[src/rtl/step_ctrl.sv]
// Front-panel execution controller: debounces the push button and turns it into
// CPU clock-enable pulses (single step, free run or fixed-length burst).
module step_ctrl #(
  parameter int              DEBOUNCE_CYCLES = 1_000_000,
  parameter int              CNT_W           = 20,
  parameter int              RUN_DIV_LOG2    = 17,
  parameter logic [7:0]      BURST_LEN       = 8'd16
) (
  input  logic        clk,
  input  logic        rstn,
  input  logic        btn_raw,
  input  logic [1:0]  mode,
  output logic        cpu_ce,
  output logic        btn_level,
  output logic        busy,
  output logic [31:0] step_count
);

  localparam logic [CNT_W-1:0] DB_MAX = CNT_W'(DEBOUNCE_CYCLES - 1);

  localparam logic [1:0] M_HALT  = 2'b00;
  localparam logic [1:0] M_STEP  = 2'b01;
  localparam logic [1:0] M_RUN   = 2'b10;
  localparam logic [1:0] M_BURST = 2'b11;

  typedef enum logic [1:0] {IDLE, RUN, BURST} state_t;

  logic                    s1, s2;
  logic [CNT_W-1:0]        cnt;
  logic                    btn_level_d;
  logic [RUN_DIV_LOG2-1:0] prescaler;
  logic                    press, tick;

  state_t     state, state_n;
  logic [7:0] remaining, remaining_n;
  logic       ce_n;

  // Two-flop synchroniser feeding a stable-sample counter.
  always_ff @(posedge clk) begin
    if (!rstn) begin
      s1          <= 1'b0;
      s2          <= 1'b0;
      cnt         <= '0;
      btn_level   <= 1'b0;
      btn_level_d <= 1'b0;
      prescaler   <= '0;
    end else begin
      s1          <= btn_raw;
      s2          <= s1;
      btn_level_d <= btn_level;
      prescaler   <= prescaler + RUN_DIV_LOG2'(1);
      if (s2 == btn_level) begin
        cnt <= '0;
      end else if (cnt == DB_MAX) begin
        btn_level <= s2;
        cnt       <= '0;
      end else begin
        cnt <= cnt + CNT_W'(1);
      end
    end
  end

  assign press = btn_level & ~btn_level_d;
  assign tick  = &prescaler;

  always_comb begin
    state_n     = state;
    remaining_n = remaining;
    ce_n        = 1'b0;
    unique case (state)
      IDLE: begin
        if (mode == M_RUN) begin
          state_n = RUN;
        end else if (mode == M_STEP && press) begin
          ce_n = 1'b1;
        end else if (mode == M_BURST && press) begin
          state_n     = BURST;
          remaining_n = BURST_LEN;
        end
      end
      RUN: begin
        if (mode != M_RUN) state_n = IDLE;
        else               ce_n    = tick;
      end
      BURST: begin
        if (mode != M_BURST) begin
          state_n     = IDLE;
          remaining_n = '0;
        end else begin
          ce_n        = 1'b1;
          remaining_n = remaining - 8'd1;
          if (remaining == 8'd1) state_n = IDLE;
        end
      end
      default: state_n = IDLE;
    endcase
  end

  always_ff @(posedge clk) begin
    if (!rstn) begin
      state      <= IDLE;
      remaining  <= '0;
      cpu_ce     <= 1'b0;
      busy       <= 1'b0;
      step_count <= '0;
    end else begin
      state     <= state_n;
      remaining <= remaining_n;
      cpu_ce    <= ce_n;
      busy      <= (state_n != IDLE);
      if (cpu_ce) step_count <= step_count + 32'd1;
    end
  end

  logic unused_halt;
  assign unused_halt = (M_HALT == 2'b00);

endmodule
[config.mk]
export PLATFORM = sky130hd
export DESIGN_NAME = step_ctrl
export DESIGN_NICKNAME = d
export VERILOG_FILES = /design/src/rtl/step_ctrl.sv
export SDC_FILE = /design/constraint.sdc
export NUM_CORES = 1
export LEC_CHECK = 0
export CAP_MARGIN = 15
export CORE_UTILIZATION = 36
export DETAILED_ROUTE_END_ITERATION = 12
export MAX_ROUTING_LAYER = met4
export PLACE_DENSITY = 0.54
export RECOVER_POWER = 25
export SLEW_MARGIN = 20
export SYNTH_ARGS = -nofsm -noshare
export SYNTH_HDL_FRONTEND = slang
export SYNTH_SLANG_ARGS = --single-unit
[constraint.sdc]
create_clock -name clk -period 1.6 [get_ports clk]
set_input_delay 0.4 -clock clk [delete_from_list [all_inputs] [get_ports clk]]
set_output_delay 0.4 -clock clk [all_outputs]
set_load 0.02 [all_outputs]
==> results of run 1 <==
-- layout by cell type, fill, tap and decap left out, types with 4 or more instances in the layout --
| master | instances |
|---|---|
| and4_4 | 4 |
| nor3_1 | 8 |
| nand3_1 | 18 |
| and2_1 | 10 |
| clkbuf_2 | 6 |
| xor2_1 | 23 |
| o21ai_0 | 12 |
| clkbuf_8 | 11 |
| nor2_1 | 52 |
| xnor2_1 | 22 |
| nor4_1 | 7 |
| inv_1 | 14 |
| dfxtp_1 | 51 |
| or4_4 | 7 |
| clkdlybuf4s15_1 | 5 |
| buf_4 | 82 |
| o31ai_2 | 4 |
| dfxtp_2 | 30 |
| a21oi_2 | 6 |
| dfxtp_4 | 4 |
| or4_1 | 9 |
| nand2_1 | 22 |
| or3_1 | 12 |
| dlygate4sd2_1 | 25 |
| nor3b_1 | 4 |
| and3_1 | 5 |
| o31ai_1 | 9 |
| nand4_1 | 17 |
| a21oi_1 | 22 |
-- path summary, 6_finish.rpt --
check                      from                  to  slack, ns  cells past startpoint
max          cnt[10]$_SDFF_PP0_  cnt[18]$_SDFF_PP0_      -0.06                      4
min reg2reg       s1$_SDFF_PN0_       s2$_SDFF_PN0_       0.44                      1
max reg2reg  cnt[10]$_SDFF_PP0_  cnt[18]$_SDFF_PP0_      -0.06                      4
min               s1$_SDFF_PN0_       s2$_SDFF_PN0_       0.44                      1
-- Yosys cell counts, drive strengths merged, types with 2 or more instances --
cell / instances / area [um2]
dfxtp: 85 / 1700
nor2: 52 / 195
a21oi: 28 / 140
nand2: 24 / 92.6
xor2: 23 / 201
xnor2: 22 / 193
nand3: 21 / 120
nand4: 18 / 119
or4: 16 / 124
o31ai: 15 / 113
inv: 14 / 52.6
o21ai: 14 / 70.1
and2: 13 / 81.3
or3: 13 / 81.3
clkbuf: 12 / 45.0
nor3: 9 / 45.0
nor4: 9 / 56.3
and3: 7 / 43.8
and4: 7 / 61.3
ha: 6 / 75.1
buf: 4 / 20.0
nor3b: 4 / 30.0
nand4b: 3 / 26.3
o2111ai: 3 / 26.3
o211ai: 3 / 27.5
a31oi: 2 / 12.5
mux2i: 2 / 20.0
nor4b: 2 / 17.5
o21a: 2 / 15.0
or2: 2 / 12.5
-- logic make-up after synthesis --
group,synth area share [%]
simple gates,29.0
flops,44.2
compound gates,10.9
xor+xnor,10.2
buf+inv,3.15
fa+ha+maj,1.95
mux,0.520
-- power by group --
part | leakage, nW | switching, W | total (W) | internal [W]
clock | 0.0881 | 0.000717 | 0.00134 | 0.000628
combinational | 1.32 | 0.0000535 | 0.0000930 | 0.0000395
sequential | 0.704 | 0.0000115 | 0.00213 | 0.00212
total | 2.12 | 0.000782 | 0.00357 | 0.00279
-- registers in the layout, summed over array words and instances, names as in the netlist --
signal	count
state	2
cnt	20
busy	1
s1	1
s2	1
step_count	32
remaining	8
prescaler	17
btn_level	1
cpu_ce	1
btn_level_d	1
-- metal layers --
layer  global-route usage, %  part of all wire (%)  vias to the layer above
met5                       -                     0                        -
met4                    6.64                   1.9                        0
met3                    4.02                   3.1                       13
met2                    28.6                    46                       58
met1                    22.4                    49                     1671
li1                        -                     -                     1831
-- critical path, stage by stage, from the launching register on --
cell,delay [ns]
dfxtp_2,0.38
nand4_4,0.10
or4_4,0.57
or4_4,0.43
a21oi_2,0.11
-- area by class of cell --
type	count	area, um2
clock buffer	12	155
clock inverter	2	10.0
fill	1005	4870
inverter	15	56.3
multi-input combinational	323	2260
sequential	85	1750
tap	136	170
timing repair buffer	130	1040
-- stage by stage --
stage | total power [W] | worst slack [ns] | TNS, ns | cell area (um2) | util (%)
2_1_floorplan | 0.00222 | -0.0582 | -0.0582 | 3950 | -
5_1_grt | 0.00374 | -0.111 | -1.39 | 5450 | 52.8
3_3_place_gp | 0.00227 | -0.143 | -1.46 | 5080 | 49.2
3_5_place_dp | 0.00227 | -0.182 | -2.36 | 5080 | 49.2
4_1_cts | 0.00364 | -0.100 | -0.256 | 5290 | 51.2
6_report | 0.00357 | -0.0558 | -0.163 | 5450 | 52.8
-- repair_timing --
item	CTS	global route
pin swaps	17	15
buffers inserted	4	3
cloned	2	0
endpoints found under the setup margin	46	48
resized for setup	52	59
==> impl_results.md, run 1 <==
- Fmax: just over 0.6 GHz
- Clk buf depth: 2
- Initial Util: roughly 37%
- Crit. End Element: flip-flop
- Clock skew: between 0.009 and 0.01 ns
- Clock root buffer: clkbuf_8
- Die X: between 100 and 150 um
- Area of the die: 11100 um2
- Period utilization: 103%
- Crit path kind: flip-flop to flip-flop
- Share of cells above drive strength 1: about a third
- DRT Pass-1 Iters: 4
- Prevailing post-synth register cell: dfxtp_1
- Synth async-reset ratio: 0%
- # clock sinks: 85
- Syn avg cell area: around 8.8 um2
- I/O Buffers: 39
- Worst setup margin: -0.0558 ns
- Congestion Overflow GR: 0
- Final setup viols: 5
- H-Tree Depth: 3
- Core ar.: 10300 um2
- Post-DP HPWL: 6.34 mm
- Hold slack: roughly 0.44 ns
- CTS buffer count: 9
- Final wirelength: just over 9 mm
- Number of global-route vias before repair: roughly 3400
- Worst slew margin: a little under 70%
- RSZ-0062 raised after global routing: true
- Mapped Nets: 450
- Max Cap Viol: 0
- CP arrival: 1.95 ns
- Worst Path Required: approximately 1.9 ns
- Area grow syn2layout: 41.7%
- Max-slew violation count: 0
- Worst skew pair latency: between 0.3 and 0.4 ns
- Final Hold Viols: 0
- Routability congestion estimate from global placement: around 0.77
- Number of synthesized flops with an enable pin: 0
- Residual DRC: 0
- Synth Instances: approximately 440
- Post-route insts no fill: 703
- Final net count: around 580
- Failing checks: negative setup slack
- Largest net degree at the start of global routing: 29
- Reg clk slew, reported paths: approximately 0.08 ns
- Via count: roughly 3600
- Placed insts: 681
- First-pass GRT wire length: 15.6 mm
- Power Density: between 600 and 700 nW/um2
- Synth cell types: 41
- Status: complete, but fails checks
- Fin crit period: around 1.7 ns
- # diodes: 0
- Row Count: 37
- CTS tree: yes
- GRT Util Overall: 18.0%
- Die span in y: approximately 110 um
- Via/cell ratio: about 5.1
- Sequential element share of the synthesized area: between 40% and 50%
- Routed len/inst: 13.1 um
- Leakage: ~2.1 nW
- #FFs+latches synth: 85
- HP Class: flip-flop to flip-flop
- Post-CTS Hold Buffers: 0
- Slew of the pin with the lowest slew margin: a little under 0.5 ns
- Number of synthesis warnings: 0
- CP Max Fanout: 5
- Routed Antenna Nets: 0
- Worst setup SP type: flip-flop
- Worst VDD drop: roughly 530 uV
- Synthesized area: between 3000 and 4000 um2
- Initial antenna violation count: 0
- Starting DRT DRC Count: 112
- Ports: 40
Power figures use the tool's default switching activity.
==> inputs of run 2 (changes only) <==
- SKIP_CTS_REPAIR_TIMING: default -> 1
==> run 2 against run 1 <==
Against the previous run: core utilization grew 3.5 points; critical endpoint is now step_count[31]$_SDFFE_PN0P_; setup slack worse by 0.058 ns; largest cell class unchanged; largest power group unchanged; power up 0.11%; critical path type unchanged; critical path depth up 1; die area is the same; clock-buffer cell count did not move; the run still ends with negative setup slack left.
==> impl_results.md, run 2 (synthesized netlist as in run 1, its figures left out) <==
- Post-DP HPWL: around 6.3 mm
- Max Cap Viol: 0
- Reg clk slew, reported paths: around 0.080 ns
- Number of global-route vias before repair: around 3300
- Worst setup startpoint: step_count[9]$_SDFFE_PN0P_
- Reg with most FFs: step_count
- Worst slew margin: about 69%
- Leakage: approximately 2.7 nW
- Hold slack: 0.438 ns
- Ports: 40
- RSZ-0062 raised after global routing: true
- Crit. End Element: flip-flop
- Final net count: just under 600
- Placed insts: about 680
- Area of the die: about 11000 um2
- First-pass GRT wire length: 15.0 mm
- Max FFs per register: 32
- Sequential cell area: around 1800 um2
- Initial antenna violation count: 0
- HP Class: flip-flop to flip-flop
- Clock skew: a little over 0.008 ns
- Routed Antenna Nets: 0
- Post-route insts no fill: 708
- Clk buf depth: 2
- Row Count: 37
- Congestion Overflow GR: 0
- Crit path kind: flip-flop to flip-flop
- Place WS: -0.182 ns
- Final wirelength: 9.59 mm
- # diodes: 0
- Worst setup margin: -0.113 ns
- Area grow syn2layout: 51.0%
- Die span in y: between 100 and 150 um
- Via count: 3638
- R2r setup slk: -0.11 ns
- Residual DRC: 0
- Worst flop-to-flop path endpoint: step_count[31]$_SDFFE_PN0P_
- Initial Util: 37.3%
- Core ar.: slightly above 10000 um2
- Final setup viols: 20
- Routability congestion estimate from global placement: a little under 0.8
- Period utilization: 107%
- CP arrival: 2.01 ns
- Worst setup SP type: flip-flop
- CP Max Fanout: 7
- Fin crit period: 1.71 ns
- CTS buffer count: 9
- Status: complete, but fails checks
- Clock root buffer: clkbuf_8
- Die X: around 110 um
- # clock sinks: 85
- Slew of the pin with the lowest slew margin: between 0.4 and 0.5 ns
- Final Hold Viols: 0
- Multi-input gate area: around 2400 um2
- GRT Util Overall: approximately 17%
- Failing checks: negative setup slack
- Most frequent cells in the layout: 83 x buf_4, 49 x dfxtp_1, 42 x nor2_1, 34 x dlymetal6s2s_1, 30 x dfxtp_2
- Max-slew violation count: 0
- Worst Path Required: roughly 1.9 ns
- Largest regs: step_count (32), cnt (20), prescaler (17)
- FF-to-FF path depth: 5
- Share of cells above drive strength 1: 36.4%
- Power Density: roughly 620 nW/um2
- Worst VDD drop: between 500 and 600 uV
- # fillers: 937
- Largest net degree at the start of global routing: 29
- I/O Buffers: 39
- Commonest non-fill, non-tap cell in the layout: buf_4
- Worst skew pair latency: about 0.36 ns
- Critical Path Sink: step_count[31]$_SDFFE_PN0P_
- Fmax: 0.584 GHz
- CTS tree: yes
- Starting DRT DRC Count: between 100 and 150
- Via/cell ratio: between 5 and 6
- DRT Pass-1 Iters: 4
- H-Tree Depth: 3
- Routed len/inst: about 14 um
- R2R Path Start: step_count[9]$_SDFFE_PN0P_
## run 2: area by class of cell
type,count,area share (%)
timing repair buffer,135,21.7
inverter,15,0.969
multi-input combinational,323,41.2
sequential,85,30.3
clock buffer,12,2.67
tap,136,2.93
clock inverter,2,0.172
## run 2: through the flow
step                      utilization [%]  instance area (um2)  setup TNS (ns)  power (W)
after floorplan                         -                 3950         -0.0582    0.00222
after global placement               49.2                 5080           -1.46    0.00227
after detailed placement             49.2                 5080           -2.36    0.00227
after CTS                            50.8                 5240           -7.71    0.00364
after global routing                 56.3                 5810           -2.68    0.00374
final                                56.3                 5810          -0.924    0.00357
## run 2: critical path, stage by stage, from the launching register on
cell and delay, ns:
dfxtp_2 0.33, and4_4 0.24, nand4_1 0.22, buf_6 0.22, or4_1 0.51, a21oi_1 0.13
## run 2: power breakdown
group	switching (W)	internal [W]
clock network	0.000715	0.000627
logic	0.0000613	0.0000449
registers	0.00000944	0.00211
total	0.000785	0.00279
## run 2: worst min path at each step
stage | start | to | slack (ns) | cells past startpoint
final | s1$_SDFF_PN0_ | s2$_SDFF_PN0_ | 0.44 | 1
after global routing | s1$_SDFF_PN0_ | s2$_SDFF_PN0_ | 0.47 | 1
after CTS | s1$_SDFF_PN0_ | s2$_SDFF_PN0_ | 0.44 | 1
after detailed placement | s1$_SDFF_PN0_ | s2$_SDFF_PN0_ | 0.42 | 1
after global placement | s1$_SDFF_PN0_ | s2$_SDFF_PN0_ | 0.42 | 1
after floorplan | s1$_SDFF_PN0_ | s2$_SDFF_PN0_ | 0.41 | 1
## run 2: routing by layer
layer	track usage [%]	vias up	part of all wire, %
met3	3.96	9	3.3
met1	21.5	1724	49
li1	-	1842	-
met5	-	-	0
met2	27.8	63	47
met4	6.04	0	1.3
